<file path="config.mk">
export PLATFORM = sky130hd
export DESIGN_NAME = kypd_scan
export DESIGN_NICKNAME = d
export VERILOG_FILES = /design/src/rtl/kypd_scan.sv
export SDC_FILE = /design/constraint.sdc
export NUM_CORES = 1
export LEC_CHECK = 0
export CAP_MARGIN = 20
export CORE_ASPECT_RATIO = 0.8
export CORE_MARGIN = 2
export CORE_UTILIZATION = 56
export CTS_CLUSTER_DIAMETER = 40
export DETAILED_ROUTE_END_ITERATION = 10
export PLACE_DENSITY = 0.81
export SYNTH_ARGS = -nofsm -noshare
export SYNTH_HDL_FRONTEND = slang
export SYNTH_SLANG_ARGS = --single-unit
</file>
<file path="constraint.sdc">
create_clock -name sysclk -period 2.5 [get_ports sysclk]
set_clock_uncertainty 0.05 [all_clocks]
set_input_delay 0.5 -clock sysclk [delete_from_list [all_inputs] [get_ports sysclk]]
set_output_delay 0.5 -clock sysclk [all_outputs]
set_load 0.03 [all_outputs]
</file>
<file path="src/rtl/kypd_scan.sv">
// 4x4 hex keypad scanner: row strobe, column sync, per-scan debounce FSM, 16-bit digit entry.
// Optional build macro KYPD_CLEAR_EN: an accepted key C clears entry instead of shifting in.
module kypd_scan #(
  parameter int unsigned SCAN_DIV       = 50000,
  parameter int unsigned DEBOUNCE_SCANS = 4
) (
  input  logic        sysclk,
  input  logic        rst,
  input  logic [3:0]  KYPD_COL,
  output logic [3:0]  KYPD_ROW,
  output logic        key_valid,
  output logic [3:0]  key_code,
  output logic        key_held,
  output logic [15:0] entry
);

  localparam int unsigned DW = $clog2(SCAN_DIV);
  localparam int unsigned CW = $clog2(DEBOUNCE_SCANS + 1);

  typedef enum logic [1:0] {IDLE, PRESS, HELD, RELEASE} state_t;

  state_t          state;
  logic [3:0]      col_s1, col_s2;
  logic [DW-1:0]   div;
  logic [1:0]      row, next_row;
  logic [1:0]      acc_n;
  logic [3:0]      acc_code;
  logic            eval;
  logic [CW-1:0]   cnt, press_next, release_next;
  logic [3:0]      cand;

  logic [3:0]      row_keys;
  logic [1:0]      row_col, row_n, base_n, sum_n;
  logic [2:0]      sum;
  logic [3:0]      sum_code;

  function automatic logic [3:0] keymap(input logic [1:0] r, input logic [1:0] c);
    logic [3:0] k;
    case ({r, c})
      4'd0:  k = 4'h1;  4'd1:  k = 4'h2;  4'd2:  k = 4'h3;  4'd3:  k = 4'hA;
      4'd4:  k = 4'h4;  4'd5:  k = 4'h5;  4'd6:  k = 4'h6;  4'd7:  k = 4'hB;
      4'd8:  k = 4'h7;  4'd9:  k = 4'h8;  4'd10: k = 4'h9;  4'd11: k = 4'hC;
      4'd12: k = 4'h0;  4'd13: k = 4'hF;  4'd14: k = 4'hE;  default: k = 4'hD;
    endcase
    return k;
  endfunction

  // Fold the current row's sample into the running scan result; count saturates at 2 (MULTI).
  always_comb begin
    row_keys = ~col_s2;
    row_col  = 2'd0;
    if (row_keys == 4'd0)
      row_n = 2'd0;
    else if ((row_keys & (row_keys - 4'd1)) == 4'd0)
      row_n = 2'd1;
    else
      row_n = 2'd2;
    for (int unsigned i = 4; i > 0; i--)
      if (row_keys[i-1]) row_col = 2'(i - 1);
    base_n   = (row == 2'd0) ? 2'd0 : acc_n;
    sum      = {1'b0, base_n} + {1'b0, row_n};
    sum_n    = (sum >= 3'd2) ? 2'd2 : sum[1:0];
    sum_code = (row_n != 2'd0) ? keymap(row, row_col) : acc_code;
  end

  assign next_row     = row + 2'd1;
  assign press_next   = (state == PRESS && acc_code == cand) ? cnt + CW'(1) : CW'(1);
  assign release_next = (state == RELEASE) ? cnt + CW'(1) : CW'(1);

  always_ff @(posedge sysclk or posedge rst) begin
    if (rst) begin
      col_s1   <= '1;
      col_s2   <= '1;
      div      <= '0;
      row      <= '0;
      KYPD_ROW <= 4'b1110;
      acc_n    <= '0;
      acc_code <= '0;
      eval     <= 1'b0;
    end else begin
      col_s1 <= KYPD_COL;
      col_s2 <= col_s1;
      eval   <= 1'b0;
      if (div == DW'(SCAN_DIV - 1)) begin
        div      <= '0;
        row      <= next_row;
        KYPD_ROW <= ~(4'b0001 << next_row);
        acc_n    <= sum_n;
        acc_code <= sum_code;
        if (row == 2'd3) eval <= 1'b1;
      end else begin
        div <= div + DW'(1);
      end
    end
  end

  always_ff @(posedge sysclk or posedge rst) begin
    if (rst) begin
      state     <= IDLE;
      cnt       <= '0;
      cand      <= '0;
      key_valid <= 1'b0;
      key_code  <= '0;
      key_held  <= 1'b0;
      entry     <= '0;
    end else begin
      key_valid <= 1'b0;
      if (eval) begin
        case (state)
          IDLE, PRESS: begin
            if (acc_n == 2'd1) begin
              cand <= acc_code;
              if (press_next == CW'(DEBOUNCE_SCANS)) begin
                state     <= HELD;
                cnt       <= '0;
                key_code  <= acc_code;
                key_valid <= 1'b1;
                key_held  <= 1'b1;
`ifdef KYPD_CLEAR_EN
                entry     <= (acc_code == 4'hC) ? '0 : {entry[11:0], acc_code};
`else
                entry     <= {entry[11:0], acc_code};
`endif
              end else begin
                state <= PRESS;
                cnt   <= press_next;
              end
            end else begin
              state <= IDLE;
              cnt   <= '0;
            end
          end
          HELD, RELEASE: begin
            if (acc_n == 2'd0) begin
              if (release_next == CW'(DEBOUNCE_SCANS)) begin
                state    <= IDLE;
                cnt      <= '0;
                key_held <= 1'b0;
              end else begin
                state <= RELEASE;
                cnt   <= release_next;
              end
            end else begin
              state <= HELD;
              cnt   <= '0;
            end
          end
          default: state <= IDLE;
        endcase
      end
    end
  end

endmodule

</file>
==> flow_summary.json <==
{
  "status": "completed",
  "power.density_nw_per_um2": 561,
  "whs_path_depth": 0,
  "ys_warn_count": 0,
  "crit_cells": 9,
  "ys_seq_elements": 64,
  "synth_cell_types": 44,
  "wl_met2_um": 2640,
  "drt_iter0_drc": 106,
  "vias": 1962,
  "crit_fanout": 3,
  "synth.most_common_cell": "dfrtp_1",
  "rsz0062_at_grt": "no",
  "crit_slowest_cell": "dfstp_2",
  "track_usage_pct": 20.8,
  "min_period_over_period_pct": 85.1,
  "dpl.hpwl_um": 3730,
  "p_int_mw": 1.56,
  "drive_gt1_share_pct": 20.3,
  "drt_first_pass_iters": 4,
  "synthArstFlopShare_pct": 100,
  "grt_max_degree": 27,
  "rows": 23,
  "wl_per_cell_um": 15.3,
  "synth_area_um2": 2930,
  "r2r_cells": 9,
  "dieHeight_um": 68.7,
  "diodes": 0,
  "synthFlopType": "dfrtp_1",
  "combPwrFrac_pct": 2.9,
  "cts_buffer_depth": 2,
  "min_period_ps": 2130,
  "antenna_found_initial": 0,
  "dieWidth_um": 84.8,
  "crit_required_ps": 2730,
  "p_sw_share_pct": 20.9,
  "setup_ws_ps": 372,
  "cp-start-kind": "register",
  "yosys-top-cells-area": "dfrtp_1, dfstp_2, mux2_2",
  "num_io_pins": 32,
  "pre_cts_ws_ps": 409,
  "gp_congestion": 0.822,
  "fin_nets": 309,
  "max_stage_delay_ps": 540,
  "insertion_delay_ps": 340,
  "area_growth_syn_to_layout_pct": 20.3,
  "cp_cell_sequence": "nand2_1, nor2_1, a21oi_1, a21oi_1, ha_1, fa_1, nor2_1, nand3_1, nand2_1",
  "dieArea_um2": 5830,
  "maxSlewViolCount": 0,
  "drt-met1-wl_um": 2520,
  "r2r_slack_ps": 370,
  "seqPwrFrac_pct": 53.3,
  "regArea_um2": 1620,
  "fin_util_pct": 69.9,
  "synth_edf_count": 0,
  "post-cts-setup-buffers": 0,
  "root_buffer": "clkbuf_8",
  "grt_overflow_total": 0,
  "clock_sink_count": 64,
  "drc": 0,
  "cts_hold_buffers": 0,
  "yosysTopAreaCell": "dfrtp_1",
  "grt_pass1_wl_um": 8930,
  "finalHoldViolCount": 0,
  "cts_buffers": 9,
  "viasPerCell": 5.48,
  "hp-class": "reg2reg",
  "path_class": "reg2reg",
  "cap_violations": 0,
  "slew_headroom_pct": 65.1,
  "cts.repair.resized": 0,
  "crit_family": "simple AND/OR/NAND/NOR gates",
  "ant_nets": 0,
  "power_frac_clock_pct": 43.9,
  "ir_drop_mv": 0.389,
  "highest_layer": "met4",
  "core-area_um2": 5040,
  "postSynthNetCount": 269,
  "leakage_nw": 1.61,
  "syn_inst": 251,
  "htreeDepth": 3,
  "multi_input_area_um2": 1210,
  "fmax_ghz": 0.470,
  "power_switching_mw": 0.413,
  "cp.arrival_ps": 2360,
  "numPortBuffers": 31,
  "yosys-top-cells-count": "dfrtp_1, nand2_1, mux2_2, nor2_1, xnor2_1",
  "cts_tree": "built",
  "clk_pin_slew_worst_paths_ps": 60,
  "critPathCaptureType": "register",
  "final.fill_count": 343,
  "setup_tns_ps": 0,
  "avgSynthCellArea_um2": 11.7,
  "worstMarginPinSlew_ps": 523,
  "synth_top_cell_area_share_pct": 45.3,
  "wl_met3_um": 191,
  "setup_viol": 0,
  "wirelength_um": 5470,
  "initial_core_util_pct": 58.1,
  "worst-path-buf-inv": 0,
  "ys_seq_area_share_pct": 55.2,
  "first_global_vias": 1869
}
-- final cells by class --
cell class / count / share of cell area (%)
multi-input cells: 168 / 34.4
clock inverters: 2 / 0.284
well taps: 62 / 2.20
repair buffers: 38 / 10.7
flip-flops and latches: 64 / 45.9
clock buffers: 14 / 5.47
inverters: 10 / 1.07
-- flip-flops by register name, summed over array words and instances, names as in the netlist --
| register | count |
|---|---|
| acc_code | 4 |
| key_held | 1 |
| eval | 1 |
| col_s2 | 4 |
| cand | 4 |
| key_code | 3 |
| acc_n | 2 |
| div | 16 |
| entry | 13 |
| KYPD_ROW | 4 |
| row | 2 |
| cnt | 3 |
| state | 2 |
| key_valid | 1 |
| col_s1 | 4 |
-- cells in the final DEF (no fill, tap or decap), types with 2 or more instances in the layout --
master | Yosys | final
a211oi_1 | 2 | 2
a21o_1 | 2 | 2
a21oi_1 | 8 | 8
a221o_1 | 2 | 2
and3_1 | 6 | 6
and4_1 | 3 | 3
buf_4 | 5 | 6
clkbuf_8 | 0 | 14
clkdlybuf4s50_1 | 0 | 31
clkinv_2 | 0 | 2
dfrtp_1 | 53 | 53
dfstp_2 | 11 | 11
ha_1 | 11 | 11
inv_1 | 10 | 9
mux2_2 | 20 | 20
nand2_1 | 24 | 24
nand3_1 | 9 | 9
nand4_1 | 4 | 4
nor2_1 | 18 | 18
nor2b_1 | 5 | 5
o21ai_0 | 10 | 10
o21ai_1 | 4 | 4
or4_1 | 2 | 2
xnor2_1 | 15 | 15
xor2_1 | 4 | 4
-- power by group through the flow --
stage / clock, mW / combinational (mW) / sequential [mW]
after floorplan: 0 / 0.0328 / 1.07
after global placement: 0 / 0.0567 / 1.07
after detailed placement: 0 / 0.0579 / 1.07
after CTS: 0.893 / 0.0586 / 1.05
after global routing: 0.937 / 0.0649 / 1.05
final: 0.866 / 0.0563 / 1.05
-- metal layers --
metal | GRT usage (%) | up-vias
met5 | 0 | -
met4 | 9.33 | 0
met3 | 8.33 | 10
met2 | 32.6 | 25
met1 | 26.0 | 978
li1 | - | 949
-- path summary, 6_finish.rpt --
path                                   to  startpoint
worst min register to register  col_s2[2]   col_s1[2]
worst min-delay path            col_s2[2]   col_s1[2]
max in group asynchronous       col_s1[2]         rst
worst max register to register   acc_n[0]   col_s2[0]
worst max-delay path             acc_n[0]   col_s2[0]
min in group asynchronous        entry[7]         rst
-- per-stage QoR --
stage	hold WS, ps	power, mW	area [µm²]	cells
floorplan	295	1.10	2930	251
global placement	296	1.13	3320	342
detailed placement	297	1.13	3320	342
CTS	307	2.00	3520	358
global route	306	2.05	3520	358
finish	305	1.97	3520	358
-- cell families after synthesis --
logic type	count (synthesis)	synth area share, %
buffers and inverters	19	3.42
adders and majority gates	12	5.38
AOI/OAI and AO/OA	35	7.48
muxes	22	8.55
xor gates and xnor gates	19	5.68
and+or+nand+nor	80	14.3
DFF	64	55.2
Power figures use the tool's default switching activity.
